`config.mk`:
```
export PLATFORM = sky130hd
export DESIGN_NAME = pipe_hazard_ctrl
export DESIGN_NICKNAME = d
export VERILOG_FILES = /design/src/rtl/pipe_hazard_ctrl_pkg.sv /design/src/rtl/pipe_hazard_ctrl_md_busy_timer.sv /design/src/rtl/pipe_hazard_ctrl.sv
export SDC_FILE = /design/constraint.sdc
export NUM_CORES = 1
export LEC_CHECK = 0
export ABC_AREA = 1
export CORE_MARGIN = 1.5
export CORE_UTILIZATION = 36
export CTS_BUF_LIST = sky130_fd_sc_hd__clkbuf_2
export DETAILED_ROUTE_END_ITERATION = 7
export DONT_BUFFER_PORTS = 1
export GPL_TIMING_DRIVEN = 0
export PLACE_DENSITY = 0.53
export SLEW_MARGIN = 20
export SYNTH_ARGS = -nofsm -noshare
export SYNTH_HDL_FRONTEND = slang
export SYNTH_HIERARCHICAL = 1
export SYNTH_SLANG_ARGS = --single-unit
```
`constraint.sdc`:
```
create_clock -name clk -period 2.4 [get_ports clk]
set_input_delay 0.36 -clock clk [delete_from_list [all_inputs] [get_ports clk]]
set_output_delay 0.36 -clock clk [all_outputs]
set_load 0.01 [all_outputs]
```
`src/rtl/pipe_hazard_ctrl_pkg.sv`:
```
// Shared definitions for the D->E stall/flush controller.
package pipe_hazard_ctrl_pkg;

    // Tuse value meaning "this source register is not read"
    localparam logic [1:0] TUSE_NONE = 2'd3;

    // Default mult/div busy windows (cycles after the start cycle)
    localparam int unsigned MULT_CYCLES_DEF = 5;
    localparam int unsigned DIV_CYCLES_DEF  = 10;

    // Multiply/divide unit operation encodings
    typedef enum logic [2:0] {
        MD_OP_NONE  = 3'd0,
        MD_OP_MULT  = 3'd1,
        MD_OP_MULTU = 3'd2,
        MD_OP_DIV   = 3'd3,
        MD_OP_DIVU  = 3'd4,
        MD_OP_MFHI  = 3'd5,
        MD_OP_MFLO  = 3'd6,
        MD_OP_MTHI  = 3'd7
    } md_op_e;

    // Mult/div busy-timer states
    typedef enum logic {
        MD_IDLE = 1'b0,
        MD_BUSY = 1'b1
    } md_state_e;

endpackage

```
`src/rtl/pipe_hazard_ctrl_md_busy_timer.sv`:
```
// Mult/div busy window: IDLE/BUSY FSM with a down-counter, registered md_busy.
module md_busy_timer
    import pipe_hazard_ctrl_pkg::*;
#(
    parameter int unsigned MULT_CYCLES = MULT_CYCLES_DEF,
    parameter int unsigned DIV_CYCLES  = DIV_CYCLES_DEF
) (
    input  logic clk,
    input  logic reset,
    input  logic req,
    input  logic e_md_start,
    input  logic e_md_div,
    output logic md_busy
);

    localparam int unsigned CW = $clog2(DIV_CYCLES + 1);

    md_state_e       state;
    logic [CW-1:0]   cnt;

    // Start a window on an uncancelled start; count down to completion once committed
    always_ff @(posedge clk) begin
        if (reset) begin
            state   <= MD_IDLE;
            cnt     <= '0;
            md_busy <= 1'b0;
        end else begin
            case (state)
                MD_IDLE: begin
                    if (e_md_start && !req) begin
                        state   <= MD_BUSY;
                        cnt     <= e_md_div ? CW'(DIV_CYCLES) : CW'(MULT_CYCLES);
                        md_busy <= 1'b1;
                    end
                end
                MD_BUSY: begin
                    if (cnt == CW'(1)) begin
                        state   <= MD_IDLE;
                        cnt     <= '0;
                        md_busy <= 1'b0;
                    end else begin
                        cnt <= cnt - CW'(1);
                    end
                end
                default: begin
                    state   <= MD_IDLE;
                    cnt     <= '0;
                    md_busy <= 1'b0;
                end
            endcase
        end
    end

endmodule

```
`src/rtl/pipe_hazard_ctrl.sv`:
```
// D->E boundary stall/flush controller: RAW and mult/div hazards, enables, stall counter.
module pipe_hazard_ctrl
    import pipe_hazard_ctrl_pkg::*;
#(
    parameter int unsigned MULT_CYCLES = MULT_CYCLES_DEF,
    parameter int unsigned DIV_CYCLES  = DIV_CYCLES_DEF
) (
    input  logic        clk,
    input  logic        reset,
    input  logic        req,
    input  logic [4:0]  d_rs,
    input  logic [4:0]  d_rt,
    input  logic [1:0]  d_tuse_rs,
    input  logic [1:0]  d_tuse_rt,
    input  logic        d_is_md,
    input  logic [4:0]  e_write_reg,
    input  logic [1:0]  e_tnew,
    input  logic [4:0]  m_write_reg,
    input  logic [1:0]  m_tnew,
    input  logic        e_md_start,
    input  logic        e_md_div,
    output logic        stall,
    output logic        pc_en,
    output logic        ifid_en,
    output logic        idex_clear,
    output logic        md_busy,
    output logic [31:0] stall_cnt
);

    logic stall_rs;
    logic stall_rt;
    logic stall_md;

    md_busy_timer #(
        .MULT_CYCLES (MULT_CYCLES),
        .DIV_CYCLES  (DIV_CYCLES)
    ) u_md_busy_timer (
        .clk        (clk),
        .reset      (reset),
        .req        (req),
        .e_md_start (e_md_start),
        .e_md_div   (e_md_div),
        .md_busy    (md_busy)
    );

    // RAW hazard per source: producer in E or M not ready by the time D needs it
    always_comb begin
        stall_rs = (d_rs != '0) && (d_tuse_rs != TUSE_NONE) &&
                   ((d_rs == e_write_reg && e_tnew > d_tuse_rs) ||
                    (d_rs == m_write_reg && m_tnew > d_tuse_rs));
        stall_rt = (d_rt != '0) && (d_tuse_rt != TUSE_NONE) &&
                   ((d_rt == e_write_reg && e_tnew > d_tuse_rt) ||
                    (d_rt == m_write_reg && m_tnew > d_tuse_rt));
        stall_md = d_is_md && (e_md_start || md_busy);
    end

    // Stall request and the pipeline enables it drives; req owns the ID/EX flush
    always_comb begin
        stall      = stall_rs | stall_rt | stall_md;
        pc_en      = ~stall;
        ifid_en    = ~stall;
        idex_clear = stall & ~req;
    end

    // Performance counter of cycles actually lost to stalls (flush cycles excluded)
    always_ff @(posedge clk) begin
        if (reset) begin
            stall_cnt <= '0;
        end else if (stall && !req) begin
            stall_cnt <= stall_cnt + 32'd1;
        end
    end

endmodule
```
# ---- Word level (Yosys, flattened, before mapping)
# Index checks and enable logic that the tools add are counted.
# W data, S select, Z words.
dict set report totals {
  inputBits 34
  register_bits 38
  wordCells 53
}
dict set report classes {
  bitwise 6
  addsub 2
  reduce_logical 18
  n_eq_ne 9
  muxes 10
  n_lt_le_gt_ge 4
}
# op count
set op_table {}
lappend op_table {{$add A32 B1 Y32 const B} 1}
lappend op_table {{$eq A5 B5 Y1} 4}
lappend op_table {{$mux W4} 3}
lappend op_table {{$logic_and A1 B1 Y1} 11}
lappend op_table {{$reduce_bool A5 Y1} 2}
lappend op_table {{$gt A2 B2 Y1} 4}
lappend op_table {{$pmux W4 S2} 1}
lappend op_table {{$ne A2 B2 Y1 const B} 3}
lappend op_table {{$eq A4 B1 Y1 const B} 1}
lappend op_table {{$mux W1} 4}
lappend op_table {{$pmux W1 S2} 2}
lappend op_table {{$sub A4 B1 Y4 const B} 1}
lappend op_table {{$logic_or A1 B1 Y1} 3}
lappend op_table {{$not A1 Y1} 3}
lappend op_table {{$ne A2 B1 Y1 const B} 1}
lappend op_table {{$or A1 B1 Y1} 2}
lappend op_table {{$reduce_and A2 Y1} 1}
lappend op_table {{$and A1 B1 Y1} 1}
lappend op_table {{$logic_not A1 Y1} 1}

# ---- Longest topological paths before layout
dict set report depth {
  word_depth 7
  depth_mapped 15
  depth_no_buf 14
}

# ---- Modules after synthesis
# The synthesis kept the hierarchy.
# mod n_inst cells_per_inst area_per_inst_um2 seq_area_each_um2
set by_module_without_submodules {}
lappend by_module_without_submodules {pipe_hazard_ctrl 1 435 2511.2 640.6}
lappend by_module_without_submodules {md_busy_timer 1 47 317.8 120.1}

# ---- Worst setup path before layout
# OpenSTA, ideal clock, no wires.
dict set report synth_path {
  path_kind {input to output}
  from {in d_tuse_rt[1]}
  to {out pc_en}
  arrival_ns 1.694
  t_required_ns 2.040
  setup_slack_ns 0.346
  cell_stages 15
  path_cell_list {inv_1 > ha_1 > nand2_1 > inv_1 > nor2_1 > nand2_1 > nor2_1 > nand2_1 > nand2_1 > nand2_1 > nand3_2 > buf_6 > buf_6 > inv_1 > buf_4}
}
dict set report synth_via {
  elab_chain_len 7
  word_cells_on_any_way 11
  cone_classes {2 x order compare; 1 x eq/ne; 3 x bitwise; 5 x reduce/logical}
}
# item line_no
set synth_lines {}
lappend synth_lines {{start: declaration} pipe_hazard_ctrl.sv:14} ;# input logic [1:0] d_tuse_rt,
lappend synth_lines {{$gt A2 B2 Y1 (on tied branches)} {pipe_hazard_ctrl.sv:52, pipe_hazard_ctrl.sv:53}}
lappend synth_lines {{$logic_and A1 B1 Y1 (on tied branches)} {pipe_hazard_ctrl.sv:52, pipe_hazard_ctrl.sv:53}}
lappend synth_lines {{$logic_or A1 B1 Y1} pipe_hazard_ctrl.sv:52} ;# ((d_rt == e_write_reg && e_tnew > d_tuse_rt) ||
lappend synth_lines {{$logic_and A1 B1 Y1 (*)} pipe_hazard_ctrl.sv:51} ;# stall_rt = (d_rt != '0) && (d_tuse_rt != TUSE_NONE) &&
lappend synth_lines {{$or A1 B1 Y1 (*) (2 in series)} pipe_hazard_ctrl.sv:59} ;# stall = stall_rs | stall_rt | stall_md;
lappend synth_lines {{net stall} pipe_hazard_ctrl.sv:22} ;# output logic stall,
lappend synth_lines {{$not A1 Y1 (*)} n/a}
lappend synth_lines {{end: declaration} pipe_hazard_ctrl.sv:23} ;# output logic pc_en,
# The timed path passes the listed nets; every way through them passes the cells marked *.

# ---- Worst setup path after layout
# Ends and elaborated chain as after synthesis.

==> flow_metrics.py <==
metrics = {
    "grt": {
        "grt_start_max_net_pins": 12,
        "grtUsageMet2_pct": 32.40,
        "grtUsageMet3_pct": 5.473,
        "grt_pass1_vias": 2846,
        "antenna_found_initial": 0,
        "grt_busiest_layer": "met2",
        "grt_util_met1_pct": 23.59,
        "grtUsageTotal_pct": 19.18,
        "grt_pass1_wl_um": 13140,
        "grt-ovfl-total": 0,
    },
    "critical_path": {
        "worstSetupEndpointType": "output port",
        "required_ns": 2.04,
        "crit_top_cell": "nand2_1",
        "crit_type": "in2out",
        "cp-start-kind": "input port",
        "path_cells": "inv_1, ha_1, nand2_1, inv_1, nor2_1, nand2_1, nor2_1, nand2_1, nand2_1, nand2_1, nand3_2, buf_6, buf_6, inv_1, buf_4",
        "critical_path_arrival_ns": 1.81,
        "critPathSlowestCell": "ha_1",
        "crit_path_start": "d_tuse_rt[1]",
        "crit_path_max_incr_delay_ns": 0.30,
        "path_max_fanout": 10,
        "rr_startpoint": "stall_cnt[0]",
    },
    "routing": {
        "first_pass_iters": 4,
        "drt_first_iter_violations": 124,
        "vias_per_cell": 4.965,
        "num_vias": 2944,
        "finalWirelength_um": 7537,
        "ant_nets": 0,
        "drcViolationCount": 0,
        "wl_per_cell_um": 12.71,
    },
    "cells_and_area": {
        "final_cells": 593,
        "layout.nets": 536,
        "finish.instance_area_sq_um": 3033,
        "multiInputGateArea_sq_um": 1717,
        "final_common_cell": "nand2_1",
        "area_growth_pct": 7.209,
        "final_cell_mix": "nand2_1, nor2_1, inv_1",
        "drive_gt1_share_pct": 6.721,
        "regArea_sq_um": 760.7,
        "antenna_cells": 0,
        "nFillCells": 864,
    },
    "cts": {
        "cts_tree": "yes",
        "clock_sinks": 38,
        "htreeDepth": 2,
        "clk_pin_slew_ns": 0.17,
        "clkLatencyLatePin_ns": 0.40,
        "root_buffer": "clkbuf_2",
        "cts_max_path_buffers": 2,
        "cts-buffers-inserted": 5,
    },
    "power": {
        "p_per_area_nw_per_um2": 424.7,
        "p_sw_share_pct": 29.79,
        "seq_power_share_pct": 51.1,
        "power_frac_comb_pct": 19.0,
        "p_leak_nw": 1.391,
        "vdd_drop_max_mv": 0.1659,
        "power_frac_clock_pct": 29.9,
        "switching_power_w": 0.0003837,
        "internal_power_w": 0.0009044,
    },
    "yosys": {
        "avgSynthCellArea_sq_um": 5.869,
        "async_reset_ff_share_pct": 0,
        "ys_types": 25,
        "ys_seq_elements": 38,
        "synth_edf_count": 0,
        "synth-simple-area-share_pct": 44.94,
        "synth-warning-count": 6,
        "synthMuxAreaShare_pct": 0,
        "syn_area_sq_um": 2829,
        "syn_inst": 482,
        "yosysSeqAreaShare_pct": 26.89,
        "synth_compound_area_share_pct": 9.332,
        "synth_fp_nets": 527,
        "synth_xor_area_share_pct": 1.548,
        "synthAdderAreaFrac_pct": 4.865,
        "synth_top_family_by_area": "simple AND/OR/NAND/NOR gates",
        "ys.flop_type": "dfxtp_1",
    },
    "die": {
        "die_width_um": 91.65,
        "fp.dieH_um": 91.65,
        "rows": 32,
        "coreArea_sq_um": 7647,
        "ios": 71,
        "start_util_pct": 36.99,
        "die_area_sq_um": 8399,
    },
    "placement": {
        "portBuffers": 0,
        "place_area_sq_um": 2957,
        "placedCellCount": 584,
        "dp_hpwl_um": 5955,
        "gp_congestion": 0.7916,
    },
    "sta": {
        "finalSetupViolCount": 0,
        "max_freq_ghz": 0.4603,
        "finalCriticalPeriod_ns": 2.173,
        "timing.final.crit_share_pct": 90.52,
        "rsz0062_at_grt": "false",
        "tightest_slew_ns": 0.4676,
        "finalClockSkew_ns": 0.02514,
        "setup_tns_ns": 0,
        "slew_headroom_pct": 68.83,
        "hold_viol_final": 0,
        "slew_viol_final": 0,
    },
    "status": {
        "status": "completed",
    },
    "flow_run": {
        "maxCapViolations": 0,
    },
    "min_path": {
        "hp-start": "e_md_start",
        "hp-class": "in2reg",
    },
}
## worst max-delay path: cells and delay by family
family | cells | cell delay (ns)
buffers and inverters | 6 | 0.57
adder cells (fa/ha/maj) | 1 | 0.30
AND/OR/NAND/NOR | 8 | 0.58
## synth_stat cells, types with 2 or more instances
cell type / count / area (sq um)
a21oi_1: 42 / 210.2
nor4_1: 3 / 18.77
nand2_1: 126 / 473.0
buf_2: 5 / 25.02
xor2_1: 4 / 35.03
inv_1: 62 / 232.7
clkbuf_1: 4 / 15.01
nand4_1: 5 / 31.28
dfxtp_1: 38 / 760.7
nor2_4: 2 / 22.52
nor3_1: 14 / 70.07
buf_6: 4 / 45.04
ha_1: 11 / 137.6
nor2_1: 85 / 319.1
inv_2: 7 / 26.28
nand3_2: 3 / 30.03
o21ai_0: 9 / 45.04
nand3_1: 51 / 255.2
## registers in the layout, indices dropped and copies added (netlist names)
signal                   cells
u_md_busy_timer/md_busy      1
u_md_busy_timer/state        1
stall_cnt                   32
u_md_busy_timer/cnt          4
## worst paths after layout
path                                           endpoint  slack [ns]  depth (start not counted)
worst max register to register            stall_cnt[28]        0.47                         10
worst max-delay path                              pc_en        0.23                         15
worst min register to register   u_md_busy_timer/cnt[1]        0.50                          2
worst min-delay path            u_md_busy_timer/md_busy        0.13                          2
## layer usage
layer  wire length, um  up-vias
met4                94        0
met2              3384       78
met5                 0        -
li1                  -     1548
met3               562        7
met1              3495     1311
## power by group through the flow
stage	clock network (W)	registers, W	logic (W)
after CTS	0.000405	0.000659	0.000243
after floorplan	0	0.000668	0.000192
final	0.000385	0.000658	0.000245
after global routing	0.000430	0.000661	0.000286
after detailed placement	0	0.000671	0.000242
after global placement	0	0.000671	0.000240
## stage by stage
stage	setup slack [ns]	utilization (%)	total power, W	hold slack, ns
final	0.2274	39.66	0.001288	0.1288
after global routing	0.006815	39.66	0.001377	0.09567
after CTS	0.1285	39.43	0.001306	0.0002724
after detailed placement	0.1290	38.66	0.0009131	0.4324
after global placement	0.1186	38.66	0.0009106	0.4337
after floorplan	0.3460	-	0.0008603	0.4291
## timing repair
action                                  in CTS  in global routing
resized for setup                            0                  0
buffers inserted                             0                  1
endpoints found under the setup margin       0                  2
hold buffers                                 0                  1
hold endpoints to repair                     0                  1
## final cells by class
type                       instances  share of cell area (%)
multi-input combinational        361                   56.60
tap                              102                   4.208
clock inverter                     2                   1.114
inverter                          69                   8.540
buffer                            14                   3.053
sequential                        38                   25.08
timing repair buffer               2                  0.5776
clock buffer                       5                  0.8251
## kinds of logic (layout without fill, tap and decap cells)
logic type | Yosys count | in the layout
simple gates | 293 | 293
compound gates | 52 | 52
fa+ha+maj | 11 | 11
buf+inv | 83 | 92
xor+xnor | 5 | 5
flops | 38 | 38
(Power assumes the default switching activity.)
